**src/rtl/fifo_pkg.sv**
```systemverilog
// Shared definitions for the synchronous FIFO and the blocks that read it.
// FIFO_RD_LAT is the cycles from a sampled `rd` to valid `data_out`.
package fifo_pkg;
   localparam int DATA_WIDTH  = 8;
   localparam int FIFO_RD_LAT = 1;
   typedef logic [DATA_WIDTH-1:0] fifo_word_t;
endpackage

```
**src/rtl/fifo_stream_reader_chk.sv**
```systemverilog
// Design-intent assertions for fifo_stream_reader (credit safety, FIFO contract).
module fifo_stream_reader_chk
   import fifo_pkg::*;
#(
   parameter int BUF_DEPTH = 4,
   localparam int AW       = $clog2(BUF_DEPTH)
)(
   input logic          clock,
   input logic          rst,
   input logic          fifo_rd,
   input logic          fifo_empty,
   input logic          capture,
   input logic [AW:0]   buf_count
);

   no_overflow: assert property (@(posedge clock) disable iff (rst)
      !(capture && (buf_count == (AW+1)'(BUF_DEPTH))));

   no_empty_read: assert property (@(posedge clock) disable iff (rst)
      !(fifo_rd && fifo_empty));

   read_lands: assert property (@(posedge clock) disable iff (rst)
      fifo_rd |-> ##FIFO_RD_LAT capture);

endmodule

```
**src/rtl/stream_skid_buf.sv**
```systemverilog
// Circular skid buffer: one write port, one pop port, occupancy count and head word.
// Callers never pop when empty nor write when full without a matching pop.
module stream_skid_buf
   import fifo_pkg::*;
#(
   parameter int DATA_WIDTH = fifo_pkg::DATA_WIDTH,
   parameter int DEPTH      = 4,
   localparam int AW        = $clog2(DEPTH)
)(
   input  logic                  clock,
   input  logic                  rst,
   input  logic                  wr_en,
   input  logic [DATA_WIDTH-1:0] wr_data,
   input  logic                  pop,
   output logic [AW:0]           count,
   output logic [DATA_WIDTH-1:0] head
);

   logic [DATA_WIDTH-1:0] mem [DEPTH];
   logic [AW-1:0]         wr_ptr;
   logic [AW-1:0]         rd_ptr;
   logic [AW:0]           count_next;

   // Occupancy follows write/pop; both at once leaves it unchanged.
   always_comb begin
      count_next = count;
      case ({wr_en, pop})
         2'b10:   count_next = count + (AW+1)'(1);
         2'b01:   count_next = count - (AW+1)'(1);
         default: count_next = count;
      endcase
   end

   // Pointers wrap naturally because DEPTH is a power of two.
   always_ff @(posedge clock) begin
      if (rst) begin
         wr_ptr <= '0;
         rd_ptr <= '0;
         count  <= '0;
      end else begin
         if (wr_en) wr_ptr <= wr_ptr + AW'(1);
         if (pop)   rd_ptr <= rd_ptr + AW'(1);
         count <= count_next;
      end
   end

   // Storage carries no reset; stale contents are never exposed as valid.
   always_ff @(posedge clock) begin
      if (wr_en) mem[wr_ptr] <= wr_data;
   end

   assign head = mem[rd_ptr];

endmodule

```
**src/rtl/fifo_stream_reader.sv**
```systemverilog
// FIFO read master that re-presents popped words on a valid/ready stream,
// hiding the FIFO's registered read latency behind a credit-managed skid buffer.
module fifo_stream_reader
   import fifo_pkg::*;
#(
   parameter int DATA_WIDTH = fifo_pkg::DATA_WIDTH,
   parameter int BUF_DEPTH  = 4,
   parameter int CNT_WIDTH  = 16
)(
   input  logic                  clock,
   input  logic                  rst,
   input  logic                  en,
   input  logic                  fifo_empty,
   input  logic [DATA_WIDTH-1:0] fifo_data_out,
   output logic                  fifo_rd,
   output logic                  out_valid,
   input  logic                  out_ready,
   output logic [DATA_WIDTH-1:0] out_data,
   output logic                  busy,
   output logic [CNT_WIDTH-1:0]  pop_count
);

   localparam int AW = $clog2(BUF_DEPTH);

   logic          inflight;
   logic [AW:0]   buf_count;
   logic [AW+1:0] credits_used;
   logic          transfer;

   // An in-flight read already owns a buffer slot, so it counts against credit.
   assign credits_used = {1'b0, buf_count} + {{(AW+1){1'b0}}, inflight};
   assign fifo_rd      = !rst && en && !fifo_empty && (credits_used < (AW+2)'(BUF_DEPTH));
   assign out_valid    = !rst && (buf_count != '0);
   assign transfer     = out_valid && out_ready;
   assign busy         = !rst && (inflight || (buf_count != '0));

   // Track the read issued last cycle and count words accepted by the sink.
   always_ff @(posedge clock) begin
      if (rst) begin
         inflight  <= 1'b0;
         pop_count <= '0;
      end else begin
         inflight <= fifo_rd;
         if (transfer) pop_count <= pop_count + CNT_WIDTH'(1);
      end
   end

   stream_skid_buf #(
      .DATA_WIDTH (DATA_WIDTH),
      .DEPTH      (BUF_DEPTH)
   ) u_buf (
      .clock   (clock),
      .rst     (rst),
      .wr_en   (inflight),
      .wr_data (fifo_data_out),
      .pop     (transfer),
      .count   (buf_count),
      .head    (out_data)
   );

   fifo_stream_reader_chk #(
      .BUF_DEPTH (BUF_DEPTH)
   ) u_chk (
      .clock      (clock),
      .rst        (rst),
      .fifo_rd    (fifo_rd),
      .fifo_empty (fifo_empty),
      .capture    (inflight),
      .buf_count  (buf_count)
   );

endmodule

```
**config.mk**
```make
export PLATFORM = sky130hd
export DESIGN_NAME = fifo_stream_reader
export DESIGN_NICKNAME = d
export VERILOG_FILES = /design/src/rtl/fifo_pkg.sv /design/src/rtl/fifo_stream_reader_chk.sv /design/src/rtl/stream_skid_buf.sv /design/src/rtl/fifo_stream_reader.sv
export SDC_FILE = /design/constraint.sdc
export NUM_CORES = 1
export LEC_CHECK = 0
export CAP_MARGIN = 20
export CORE_AREA = 3 3 82 69
export DETAILED_ROUTE_END_ITERATION = 12
export DIE_AREA = 0 0 85 72
export GPL_TIMING_DRIVEN = 1
export PLACE_DENSITY = 0.74
export SLEW_MARGIN = 20
export SYNTH_ARGS = -nofsm -noshare
export SYNTH_HDL_FRONTEND = slang
export SYNTH_HIERARCHICAL = 1
export SYNTH_SLANG_ARGS = --single-unit
```
**constraint.sdc**
```tcl
create_clock -name clock -period 2.6 [get_ports clock]
set_input_delay 0.52 -clock clock [delete_from_list [all_inputs] [get_ports clock]]
set_output_delay 0.52 -clock clock [all_outputs]
set_load 0.02 [all_outputs]
```
==> impl_metrics.ini, run 1 <==
[detailed_routing]
wl_mm = 4.14
initialDrtViolationCount = 94
avgViaCountPerCell = 5.25
drc_errors = 0
wl_per_cell_um = 14.2
first_pass_iters = 6
vias = 1529
postRouteAntennaNets = 0

[die]
ios = 40
die_h_um = 72
std_cell_rows = 23
die_x_um = 85
floorplan.die_area_um2 = 6120
start_util = 0.492
coreArea_um2 = 4920

[cts]
tritoncts = built
cts_repair_resize_count = 5
root_buffer = clkbuf_8
clkSlewWorstSetupHoldPaths_ns = 0.06
clockBufferDepth = 2
cts_max_level = 3
clk_latency_ns = 0.32
postCtsSetupBuffers = 0
cts_made_buffers = 9
clkSinkCount = 58
cts_hold_buf = 0

[sta]
whs_ns = 0.468
rsz0062_at_grt = no
min_period_ns = 2.49
max_freq_mhz = 402
fin_crit_sh = 0.958
fin_skew_ns = 0.00947
slew_headroom = 0.697
report.final.hold_viol_count = 0
setup_viol = 0
tightest_slew_ns = 0.455
slew_violations = 0
setup_ws_ns = 0.110

[synthesis]
syn_area_um2 = 2420
synth-adder-area-share = 0.0393
syn_inst = 174
ys_ff_latch = 58
synth.mux.area_fraction = 0.0915
netlist-cell-type-count = 37
synth-compound-area-share = 0.0321
synth_top_family_by_area = simple AND/OR/NAND/NOR gates
yosys_warnings = 6
synth.net_count = 194
synth_simple_gate_area_frac = 0.151
syn_avg_cell_area_um2 = 13.9
synth-xor-area-share = 0.0507
seq_area_frac_synth = 0.612

[layout]
drive_gt1_frac = 0.144
diodes = 0
areaGrowthSynthToFinish_pct = 26.6
final_net_count = 244
fillers = 386

[worst_setup_path]
crit_type = in -> out
reg2reg_from = u_buf/count[0]$_SDFFE_PP0P_
worstSetupEndpointType = output pin
crit_required_ns = 2.08
startpoint = rst
critPathArrivalTime_ns = 1.97
critPathMaxFanout = 2
worst_setup_path_start_kind = input port

[global_route]
busiest_layer = met2
overflow = 0
grt_max_degree = 31
met3_usage = 0.0670
grt_pass1_wl_mm = 6.90
grt_pass1_vias = 1419
met2_usage = 0.216
antenna_found_initial = 0
track_usage = 0.148
grt.met1_usage = 0.195

[placed_design]
finalWeightedCongestion = 0.751
dp_slack_ns = -0.335
dp_hpwl_mm = 2.87
io_buffers = 39

[worst_hold_path]
hold_class = reg -> reg
hold_path.startpoint = pop_count[15]$_SDFFE_PP0P_

[power]
combPwrFrac = 0.073
switchingPower_w = 0.000394
p_leak_nw = 1.06
vdd_ir_drop_max_v = 0.000413
intPower_w = 0.00149
power_density_nw_per_um2 = 614
power_frac_seq = 0.528
swShare = 0.210
clkPwrFrac = 0.399

[flow_run]
max-cap-violations = 0

[status]
status = finished clean
critical path, cell delays in order:
cell and delay, ns:
clkdlybuf4s50_1 0.41, or4b_2 0.69, a31oi_1 0.16, buf_2 0.19
worst paths after layout:
check        cells past startpoint  slack (ns)                     endpoint
max                              4        0.11                      fifo_rd
max reg2reg                      8        0.47  u_buf/count[2]$_SDFFE_PP0P_
min reg2reg                      1        0.47   pop_count[15]$_SDFFE_PP0P_
min                              1        0.47   pop_count[15]$_SDFFE_PP0P_
sequential cells by signal, indices dropped and copies added, names as in the netlist, named ones only:
name	flops
pop_count	16
u_buf/rd_ptr	2
u_buf/count	3
inflight	1
u_buf/wr_ptr	2
u_buf/mem	32
kinds of logic (layout without fill, tap and decap cells):
kind of cell | after synthesis | in the layout
DFF | 58 | 58
xor gates and xnor gates | 14 | 14
adders and majority gates | 7 | 7
buffers and inverters | 10 | 65
AOI/OAI and AO/OA | 14 | 14
muxes | 12 | 12
and+or+nand+nor | 59 | 59
synth_stat cells:
master / instances / area [um2]
edfxtp_1: 32 / 961
dfxtp_1: 26 / 521
nor2_1: 19 / 71.3
xnor2_1: 12 / 105
mux4_2: 8 / 180
a21oi_1: 6 / 30.0
ha_1: 6 / 75.1
nand2_1: 5 / 18.8
o21ai_0: 5 / 25.0
and2_1: 4 / 25.0
inv_1: 4 / 15.0
nand4_1: 4 / 25.0
or3_1: 4 / 25.0
clkbuf_1: 3 / 11.3
mux2i_1: 3 / 30.0
nor4_1: 3 / 18.8
a31oi_1: 2 / 12.5
nand2b_1: 2 / 12.5
nand3_1: 2 / 10.0
nand3b_1: 2 / 15.0
nor3_1: 2 / 10.0
nor3_2: 2 / 20.0
nor3b_1: 2 / 15.0
nor4b_1: 2 / 17.5
xor2_1: 2 / 17.5
a21bo_2: 1 / 10.0
and4_1: 1 / 8.76
buf_6: 1 / 11.3
clkbuf_2: 1 / 5.00
clkbuf_8: 1 / 13.8
fa_1: 1 / 20.0
mux2_1: 1 / 11.3
nand4_4: 1 / 21.3
nand4b_4: 1 / 23.8
nor2b_1: 1 / 6.26
or3_4: 1 / 11.3
or4b_2: 1 / 10.0
power groups by stage:
stage,clock [W],combinational (W),sequential [W]
2_1_floorplan,0,0.0000766,0.00101
3_3_place_gp,0,0.000138,0.00101
3_5_place_dp,0,0.000139,0.00101
4_1_cts,0.000774,0.000140,0.000992
5_1_grt,0.000818,0.000150,0.000994
6_report,0.000750,0.000138,0.000992
area by class of cell:
cell class / count / area, um2 / share of cell area
inverters: 4 / 15.0 / 0.00490
clock buffers: 12 / 135 / 0.0441
repair buffers: 45 / 430 / 0.140
clock inverters: 4 / 42.5 / 0.0139
well taps: 62 / 77.6 / 0.0253
multi-input cells: 106 / 882 / 0.288
flip-flops and latches: 58 / 1480 / 0.483
stage by stage:
stage	utilization	TNS (ns)	power, W	cell area [um2]	instances
after floorplan	-	0	0.00109	2420	174
after global placement	0.588	-0.347	0.00115	2890	275
after detailed placement	0.588	-0.423	0.00115	2890	275
after CTS	0.623	0	0.00191	3060	291
after global routing	0.623	0	0.00196	3060	291
final	0.623	0	0.00188	3060	291
cell usage in the layout, fill, tap and decap left out, types with 2 or more instances in the layout:
master,netlist,layout
o21ai_0,5,5
nand2b_1,2,2
clkdlybuf4s50_1,0,38
clkinv_1,0,2
clkbuf_1,3,3
nand4_1,4,4
xnor2_1,12,12
nor4b_1,2,2
nor4_1,3,3
nor3_1,2,2
and2_1,4,4
nor3_2,2,2
buf_4,0,6
a21oi_1,6,6
nor3b_1,2,2
a31oi_1,2,2
edfxtp_1,32,32
dfxtp_1,26,26
nand2_1,5,5
clkbuf_8,1,9
nand3b_1,2,2
xor2_1,2,2
nand3_1,2,2
inv_1,4,4
nor2_1,19,19
ha_1,6,6
or3_1,4,4
mux2i_1,3,3
mux4_2,8,8
metal layers:
metal / routed length, um / up-vias
li1: - / 742
met1: 1960 / 757
met2: 1960 / 28
met3: 197 / 2
met4: 27 / 0
met5: 0 / -
Note: power is estimated with default switching activity, not from simulation.
==> inputs of run 2 (changes only) <==
--- a/config.mk
+++ b/config.mk
@@ -6,9 +6,9 @@
 export NUM_CORES = 1
 export LEC_CHECK = 0
 export CAP_MARGIN = 20
-export CORE_AREA = 3 3 82 69
+export CORE_AREA = 3 3 74 76
 export DETAILED_ROUTE_END_ITERATION = 12
-export DIE_AREA = 0 0 85 72
+export DIE_AREA = 0 0 77 79
 export GPL_TIMING_DRIVEN = 1
 export PLACE_DENSITY = 0.74
 export SLEW_MARGIN = 20
==> run 2 against run 1 <==
Hold slack improved by 0.030 ns. Utilization increased by 1.9 points. Worst setup slack better by 0.00080 ns. Count of clock-buffer cells in the layout unchanged. Largest cell class unchanged. Highest routed layer unchanged.
==> impl_metrics.ini, run 2 (synthesized netlist as in run 1, its figures left out) <==
[status]
status = finished clean

[worst_setup_path]
crit_type = in -> out
critPathMaxFanout = 2
critPathArrivalTime_ns = 1.97
worstSetupEndpointType = output pin
crit_required_ns = 2.08
worst_setup_path_start_kind = input port

[die]
die_x_um = 77
start_util = 0.506
coreArea_um2 = 4790
floorplan.die_area_um2 = 6080
std_cell_rows = 25
die_h_um = 79
ios = 40

[placed_design]
io_buffers = 39
dpl_cell_area_um2 = 2900
finalWeightedCongestion = 0.765
dp_hpwl_mm = 3.12
post-place-cells = 280
dp_slack_ns = -0.333

[cts]
clk_latency_ns = 0.32
clkSlewWorstSetupHoldPaths_ns = 0.06
cts_made_buffers = 9
clkSinkCount = 58
cts_max_level = 3
root_buffer = clkbuf_8
tritoncts = built
clockBufferDepth = 2

[sta]
min_period_ns = 2.49
rsz0062_at_grt = no
slew_violations = 0
whs_ns = 0.499
fin_skew_ns = 0.00578
report.final.hold_viol_count = 0
fin_crit_sh = 0.957
max_freq_mhz = 402
setup_ws_ns = 0.111
slew_headroom = 0.702
tightest_slew_ns = 0.447
setup_viol = 0

[layout]
regMostFlops = u_buf/mem
diodes = 0
final_common_cell = clkdlybuf4s50_1
largestRegisters = u_buf/mem x32, pop_count x16, u_buf/count x3
instances_no_fill = 296
areaGrowthSynthToFinish_pct = 26.9
final_net_count = 244
design_area_um2 = 3070
drive_gt1_frac = 0.144
layout_common_cells = clkdlybuf4s50_1, edfxtp_1, dfxtp_1
largest_reg_flops = 32
final_util = 0.642

[power]
vdd_ir_drop_max_v = 0.000340
p_leak_nw = 1.06
power_density_nw_per_um2 = 614

[detailed_routing]
initialDrtViolationCount = 66
postRouteAntennaNets = 0
vias = 1503
first_pass_iters = 4
avgViaCountPerCell = 5.08
drc_errors = 0
wl_per_cell_um = 14.8
wl_mm = 4.37

[global_route]
overflow = 0
grt_pass1_vias = 1551
antenna_found_initial = 0
grt_pass1_wl_mm = 7.39
track_usage = 0.160
grt_max_degree = 31

[worst_hold_path]
hold_class = reg -> reg

[flow_run]
max-cap-violations = 0
==> run 2: cell counts in the layout (fill, tap and decap cells not counted) <==
No cell type changed its count.
==> run 2: per-stage QoR <==
| stage | power, W | TNS (ns) |
|---|---|---|
| 5_1_grt | 0.00196 | 0 |
| 4_1_cts | 0.00191 | 0 |
| 3_3_place_gp | 0.00115 | -0.313 |
| 2_1_floorplan | 0.00109 | 0 |
| 3_5_place_dp | 0.00115 | -0.457 |
| 6_report | 0.00189 | 0 |
==> run 2: final timing paths <==
check | start | end | slack (ns) | depth (start not counted)
max reg2reg | u_buf/count[0]$_SDFFE_PP0P_ | u_buf/count[2]$_SDFFE_PP0P_ | 0.61 | 7
min | pop_count[15]$_SDFFE_PP0P_ | pop_count[15]$_SDFFE_PP0P_ | 0.50 | 1
max | rst | fifo_rd | 0.11 | 4
min reg2reg | pop_count[15]$_SDFFE_PP0P_ | pop_count[15]$_SDFFE_PP0P_ | 0.50 | 1
==> run 2: timing repair <==
action	in CTS	in global routing
setup endpoints to repair	1	0
hold endpoints to repair	0	0
gates resized for setup	5	0
hold buffers	0	0
setup buffers	0	0
==> run 2: cell type report <==
type	instances	area, um2
clock buffers	12	135
clock inverters	4	42.5
repair buffers	45	430
flip-flops and latches	58	1480
well taps	67	83.8
multi-input cells	106	882
inverters	4	15.0
fillers	351	1720
==> run 2: routing by layer <==
| metal | GRT usage | part of all wire | vias up |
|---|---|---|---|
| met5 | 0 | 0 | - |
| met4 | 0.0907 | 0.024 | 0 |
| met3 | 0.0363 | 0.035 | 11 |
| met2 | 0.269 | 0.51 | 32 |
| met1 | 0.191 | 0.44 | 718 |
| li1 | - | - | 742 |
==> run 2: worst max-delay path, stage by stage <==
cell and delay (ns):
clkdlybuf4s50_1 0.41, or4b_2 0.70, a31oi_1 0.16, buf_2 0.18
==> run 2: power by group <==
part | internal (W) | switching [W] | total (W)
logic | 0.0000703 | 0.0000686 | 0.000139
clock network | 0.000435 | 0.000320 | 0.000756
registers | 0.000980 | 0.0000121 | 0.000992
total | 0.00149 | 0.000401 | 0.00189
